File: src/rtl/fe_frombytes.sv
// Unpacks a 32-byte little-endian field-element encoding into ten ref10-style limbs
// (26/25-bit alternating), carry-normalised over three clock edges.
module fe_frombytes (
  input  logic         clk,
  input  logic         rst,
  input  logic [255:0] in,
  input  logic         valid,
  output logic [319:0] out,
  output logic         done
);

  localparam logic [2:0] StIdle      = 3'd0;
  localparam logic [2:0] StLoad      = 3'd1;
  localparam logic [2:0] StCarryOdd  = 3'd2;
  localparam logic [2:0] StCarryEven = 3'd3;
  localparam logic [2:0] StDone      = 3'd4;

  logic [2:0]         state_q, state_d;
  logic signed [63:0] h_q [10];
  logic signed [63:0] h_d [10];
  logic signed [63:0] h_ld [10];
  logic signed [63:0] h_a [10];
  logic signed [63:0] h_b [10];
  logic signed [63:0] carry_a [10];
  logic signed [63:0] carry_b [10];
  logic [319:0]       out_q, out_d;
  logic               unused_in;

  // Bit 255 of the encoding is not part of the field element.
  assign unused_in = in[255];

  always_comb begin
    h_ld[0] = $signed({32'd0, in[31:0]});
    h_ld[1] = $signed({40'd0, in[55:32]}) <<< 6;
    h_ld[2] = $signed({40'd0, in[79:56]}) <<< 5;
    h_ld[3] = $signed({40'd0, in[103:80]}) <<< 3;
    h_ld[4] = $signed({40'd0, in[127:104]}) <<< 2;
    h_ld[5] = $signed({32'd0, in[159:128]});
    h_ld[6] = $signed({40'd0, in[183:160]}) <<< 7;
    h_ld[7] = $signed({40'd0, in[207:184]}) <<< 5;
    h_ld[8] = $signed({40'd0, in[231:208]}) <<< 4;
    h_ld[9] = $signed({41'd0, in[254:232]}) <<< 2;
  end

  // Odd (25-bit) limbs carry upward; h9 wraps into h0 scaled by 19 (2^255 = 19 mod p).
  always_comb begin
    for (int i = 0; i < 10; i++) begin
      carry_a[i] = '0;
      h_a[i]     = h_q[i];
    end
    for (int i = 1; i < 10; i += 2) begin
      carry_a[i] = (h_q[i] + 64'sd16777216) >>> 25;
      h_a[i]     = h_q[i] - (carry_a[i] <<< 25);
    end
    h_a[0] = h_q[0] + 64'sd19 * carry_a[9];
    for (int i = 2; i < 10; i += 2) begin
      h_a[i] = h_q[i] + carry_a[i-1];
    end
  end

  always_comb begin
    for (int i = 0; i < 10; i++) begin
      carry_b[i] = '0;
      h_b[i]     = h_q[i];
    end
    for (int i = 0; i < 10; i += 2) begin
      carry_b[i] = (h_q[i] + 64'sd33554432) >>> 26;
      h_b[i]     = h_q[i] - (carry_b[i] <<< 26);
    end
    for (int i = 1; i < 10; i += 2) begin
      h_b[i] = h_q[i] + carry_b[i-1];
    end
  end

  always_comb begin
    state_d = state_q;
    out_d   = out_q;
    for (int i = 0; i < 10; i++) begin
      h_d[i] = h_q[i];
    end
    unique case (state_q)
      StIdle: begin
        if (valid) begin
          for (int i = 0; i < 10; i++) begin
            h_d[i] = h_ld[i];
          end
          state_d = StLoad;
        end
      end
      StLoad: begin
        for (int i = 0; i < 10; i++) begin
          h_d[i] = h_a[i];
        end
        state_d = StCarryOdd;
      end
      StCarryOdd: begin
        for (int i = 0; i < 10; i++) begin
          h_d[i]            = h_b[i];
          out_d[32*i +: 32] = h_b[i][31:0];
        end
        state_d = StCarryEven;
      end
      StCarryEven: state_d = StDone;
      StDone:      state_d = StIdle;
      default:     state_d = StIdle;
    endcase
  end

  always_ff @(posedge clk or negedge rst) begin
    if (!rst) begin
      state_q <= StIdle;
      out_q   <= '0;
      for (int i = 0; i < 10; i++) begin
        h_q[i] <= '0;
      end
    end else begin
      state_q <= state_d;
      out_q   <= out_d;
      for (int i = 0; i < 10; i++) begin
        h_q[i] <= h_d[i];
      end
    end
  end

  assign out  = out_q;
  assign done = (state_q == StDone);

endmodule

File: config.mk
export PLATFORM = sky130hd
export DESIGN_NAME = fe_frombytes
export DESIGN_NICKNAME = d
export VERILOG_FILES = /design/src/rtl/fe_frombytes.sv
export SDC_FILE = /design/constraint.sdc
export NUM_CORES = 2
export LEC_CHECK = 0
export CELL_PAD_IN_SITES_DETAIL_PLACEMENT = 2
export CELL_PAD_IN_SITES_GLOBAL_PLACEMENT = 2
export CORE_AREA = 2 2 514 516
export DETAILED_ROUTE_END_ITERATION = 16
export DIE_AREA = 0 0 516 518
export PLACE_DENSITY = 0.9
export SYNTH_ARGS = -nofsm -noshare
export SYNTH_HDL_FRONTEND = slang
export SYNTH_SLANG_ARGS = --single-unit
File: constraint.sdc
create_clock -name clk -period 13.3 [get_ports clk]
set_input_delay 1.33 -clock clk [delete_from_list [all_inputs] [get_ports clk]]
set_output_delay 1.33 -clock clk [all_outputs]
set_load 0.05 [all_outputs]
**Word level (Yosys, flattened, before mapping)**

Cells that the tools add are included.

- Reduce and logical (&&, ||, !) cells: 3
- Mux-type cells: 4
- $mul: 1
- Add/sub/neg operators: 30
- Equal/unequal tests: 5

Operators with widths:

| kind | number |
|---|---|
| $pmux 640 s3 | 1 |
| $mux 640 | 1 |
| $sub 64x64->64 | 10 |
| $add 64x26->64 const B | 5 |
| $add 64x27->64 const B | 5 |
| $add 64x38->64 | 5 |
| $add 64x39->64 | 4 |
| $add 64x45->64 | 1 |
| $mul 6x39->45 const A | 1 |
| $pmux 3 s4 | 1 |
| $eq 3x2->1 const B | 2 |
| $eq 3x1->1 const B | 1 |
| $eq 3x3->1 const B | 1 |
| $logic_not 3->1 | 1 |
| $mux 3 | 1 |
| $reduce_bool 3->1 | 1 |
| $ne 2x2->1 const B | 1 |
| $reduce_and 2->1 | 1 |

- Input port bits: 259
- Output and inout bits: 321
- Bits in registers: 963
- Word-level logic and storage cells: 55

**Depth between registers and ports, before layout**

- Word-level depth: 4
- Depth in mapped cells: 35
- Gate-level depth less buffers: 32

**Least setup slack after synthesis**

OpenSTA, ideal clock, no wires.

- Kind: register -> register
- Start point: reg h_q[38] in the netlist's numbering
- End point: reg h_q[639] in the netlist's numbering
- Cell stages (with the launch flop): 34
- Clock period less this slack: 7.626 ns
- Path buffers: 3
- Setup time: 0.134 ns
- Slack: 5.674 ns
- Required time: 13.166 ns
- Data arrival time: 7.492 ns
- Cells stage by stage: dfrtp_1 -> clkbuf_1 -> nand2_1 -> or4_1 -> clkbuf_1 -> nor4_2 -> and3_1 -> and3_1 -> clkbuf_1 -> nand3_1 -> inv_1 -> nand3_1 -> xor2_1 -> inv_1 -> ha_1 -> ha_1 -> fa_1 -> inv_1 -> fa_1 -> inv_1 -> ha_1 -> a21o_1 -> a21o_1 -> a21oi_1 -> o21ai_0 -> a221o_1 -> o21a_1 -> o41ai_1 -> o21ai_1 -> o21a_1 -> a211oi_1 -> nor4_1 -> o31ai_1 -> nand3_1

- Cells in the longest elaborated chain, start to end: 4

Ends and longest elaborated chain:

| item | line | RTL |
|---|---|---|
| from (decl) | 19 | `logic signed [63:0] h_q [10];` |
| from (signal, indexed assignment) | 120 | `h_q[i] <= h_d[i];` |
| $add 64x26->64 | 52 | `carry_a[i] = (h_q[i] + 64'sd16777216) >>> 25;` |
| $mul 6x39->45 | 55 | `h_a[0] = h_q[0] + 64'sd19 * carry_a[9];` |
| $add 64x45->64 | 55 |  |
| $pmux 640 s3 | 81 | `unique case (state_q)` |

Every way passes these cells.
A chain may end at the register's enable or synchronous reset.

**Final worst setup path**

- Start point: reg h_q[36] in the netlist's numbering
- End point: reg h_q[639] in the netlist's numbering

The elaborated chain is that of the path after synthesis.

==> run summary <==
In the synthesized netlist the async set-or-reset flop fraction comes to 1.00. The global routing usage summed across all routing layers came out at 0.348. The summed instance area of the synthesized netlist came out at about 100000 µm². The detailed router finished its first iteration with approximately 7200 violations. The synthesized area per cell is about 8 µm². STA classifies the critical path endpoint as a flop. The routed wire length came out at about 480000 µm. The area growth from synthesis to layout is 12.9%.

The actual transition at the worst max-transition pin came out at around 1400 ps. By startpoint and endpoint, the worst setup path is classified as reg2reg. The height of the chip came out at between 500 and 600 µm.

Static timing analysis puts the maximum clock frequency at ~0.10 GHz. The final critical-path required period is between 9000 and 10000 ps. The initial antenna violation count is 18.

The share of synthesized area occupied by flip-flops and latches came out at 0.231. The synthesized instance count came out at between 10000 and 15000. The global placer's final weighted congestion came out at 0.908. Clock-pin slew was measured on the worst setup and hold paths at 60 ps. The wire length of the first global-routing pass came out at between 700000 and 800000 µm. The layer flagged by global routing as most heavily used is met2. The worst hold path belongs to the class reg2reg. Synthesis inferred slightly below 1000 register bits. In this run, synthesis inferred 0 flip-flops with an integrated enable. Adding up every negative setup slack in the final design gives 0 ps. The checks that failed: capacitance limit. In the routed design, unresolved DRC markers number 0. The worst slew margin relative to its limit came out at 0.0202. The clock reaches the later pin of the worst-skew pair after 860 ps. The count of maximum capacitance violations is 1.

The flow ran to the end, but the final reports show violations. The most common cell in the synthesized netlist is nand2_1. The detailed-placement wirelength estimate came out at ~340000 µm. The buffers plus inverters on the worst setup path came out at 5. The predominant post-synthesis flop cell is dfrtp_1. The post-cts sizing count came out at 0. STA classifies the critical path startpoint as a flop. The largest individual stage delay along the critical path comes from the cell a211oi_1. The number of CTS-inserted buffers is 136.

CTS placed an instance of clkbuf_16 at the clock tree root. In this design, the largest share of critical-path delay is due to compound AO/OA/AOI/OAI gates. The total number of H-tree levels is 4. The portion of the clock cycle consumed by the worst path in the final layout is 0.738. The starting density of the core came out at 0.399. For this run the aggregate overflow at the end of global routing stands at 0.

Once the clock tree was built, the setup fixing pass inserted 0 buffers. The number of detailed-routing iterations run before antenna repair came out at 8. The critical path data arrival time came out at 10490 ps. The Yosys warning count came out at 0.

The clock tree from TritonCTS is done. The ratio of cells with drive above 1 in the final layout came out at 0.0404. The detailed-route wire length per cell is roughly 28 µm. The via count of the first global-routing pass is 122000. Pin placement for this block handled 580 I/O pins. The maximum single-stage delay on the critical path came out at approximately 850 ps.

The number of vias after detailed routing came out at 109000. The floorplan core area came out at 262000 µm². The total count of hold-check failures in the final report came out at 0. The share of synthesized area in the top cell type comes to 0.231. The number of distinct library cell variants in the gate-level netlist after synthesis is 114. The die width came out at approximately 520 µm. Data on the critical path is required at its endpoint by approximately 14000 ps. The number of filler cells placed in the layout came out at between 20000 and 30000.

The clock skew after layout is 44.8 ps. The number of placement rows came out at between 150 and 200. The total count of max-transition violations in the final report is 0. For this design, the CTS-stage hold fixing added 0 buffers. For met3 alone, demand over resource in global routing was 0.0509. The final cell area excluding filler cells is between 100000 and 150000 µm². The met2 global-route usage is 0.600.

In this run the cell area measured after placement is roughly 110000 µm². The count of input and output buffers is slightly below 600. The die covers roughly 270000 µm². The clock tree buffer depth came out at 3. Setup violations remaining at the end of the flow were counted as 0. The total nets after synthesis is 14700. The post-layout net count came out at about 15000.

Setup repair after global routing left no endpoint under its margin. The met1 usage in global routing is 0.422. The worst path meets setup with 3490 ps of slack. Entering global routing, the biggest net connects between 150 and 200 pins.

The count of antenna-violating nets left after detailed routing is 0. The pre-CTS setup slack is 4110 ps. The synthesized design spends more area on one cell type than any other, namely dfrtp_1. After synthesis, the most frequently instantiated cells are nand2_1, ha_1, dfrtp_1.

The number of clock sinks is 963. The maximum fanout count along the critical path is 22. Ranked by total cell area, the synthesized netlist is headed by dfrtp_1, ha_1, nand2_1, xnor2_1, xor2_1.

The detailed-route vias per instance came out at 6.37.
## metrics by stage
step | utilization | cells | hold WS (ps)
after global placement | 0.432 | 16800 | 461
after floorplan | - | 13300 | 445
after CTS | 0.450 | 17100 | 477
after detailed placement | 0.432 | 16800 | 467
final | 0.450 | 17100 | 475
after global routing | 0.450 | 17100 | 493
## final cells by class
class                      count  area, µm²  area share
antenna                       14       35.0    0.000297
tap                         3515       4400      0.0373
multi-input combinational  11100      75700       0.643
clock buffer                 183       3940      0.0334
sequential                   963      24100       0.205
clock inverter                62        805     0.00683
inverter                     621       2340      0.0199
timing repair buffer         653       6430      0.0546
## state kept, by name, summed over array words and instances, names as in the netlist
signal	cells
out	320
h_q	640
state_q	3
## final timing paths
check	end	from	cells after the start	slack, ps
max in group asynchronous	h_q[525]$_DFFE_PN0P_	rst	4	9620
hold reg to reg	out[138]$_DFFE_PN0P_	out[138]$_DFFE_PN0P_	2	480
min in group asynchronous	h_q[136]$_DFFE_PN0P_	rst	1	500
setup reg to reg	h_q[639]$_DFFE_PN0P_	h_q[36]$_DFFE_PN0P_	31	3490
setup / recovery	h_q[639]$_DFFE_PN0P_	h_q[36]$_DFFE_PN0P_	31	3490
hold / removal	out[138]$_DFFE_PN0P_	out[138]$_DFFE_PN0P_	2	480
## worst reg2reg max path, delay by kind of cell, from the launching register on
| family | cells | cell delay, ps |
|---|---|---|
| flops | 1 | 610 |
| xor+xnor | 1 | 340 |
| fa+ha+maj | 5 | 1730 |
| compound gates | 11 | 3460 |
| simple gates | 9 | 2720 |
| buf+inv | 5 | 800 |
## per-layer routing
metal,wire length (µm),part of all wire
met2,234000,0.49
met1,198000,0.41
met4,23400,0.049
met5,92,0.00019
met3,23900,0.050
## layout by cell type, fill, tap and decap left out, types with 93 or more instances in the layout
cell type        netlist  final
nand2_1             1904   1903
ha_1                1105   1105
dfrtp_1              963    963
o21ai_0              944    944
a21oi_1              849    849
nor2_1               816    814
xnor2_1              717    712
inv_1                613    612
clkdlybuf4s50_1        0    577
xor2_1               576    573
a21o_1               512    512
nand3_1              298    298
nor3_1               237    237
a31oi_1              216    216
a22oi_1              210    210
and3_1               207    207
mux2i_1              194    194
nand4_1              177    177
nand2b_1             159    159
nor2b_1              148    148
clkbuf_16              0    141
o211ai_1             107    107
and2_1               102    101
or3_1                100    100
o221ai_1             100    100
o21a_1                95     95
a211oi_1              93     93
## cells by family after synthesis
logic type	Yosys count	synth area share
simple gates	4491	0.202
flops	963	0.231
compound gates	3874	0.241
buf+inv	1215	0.0443
xor+xnor	1293	0.109
fa+ha+maj	1189	0.149
mux	240	0.0236
Power is not shown: default switching activity piles up to over one toggle a cycle in this logic, so the estimate is an artifact.
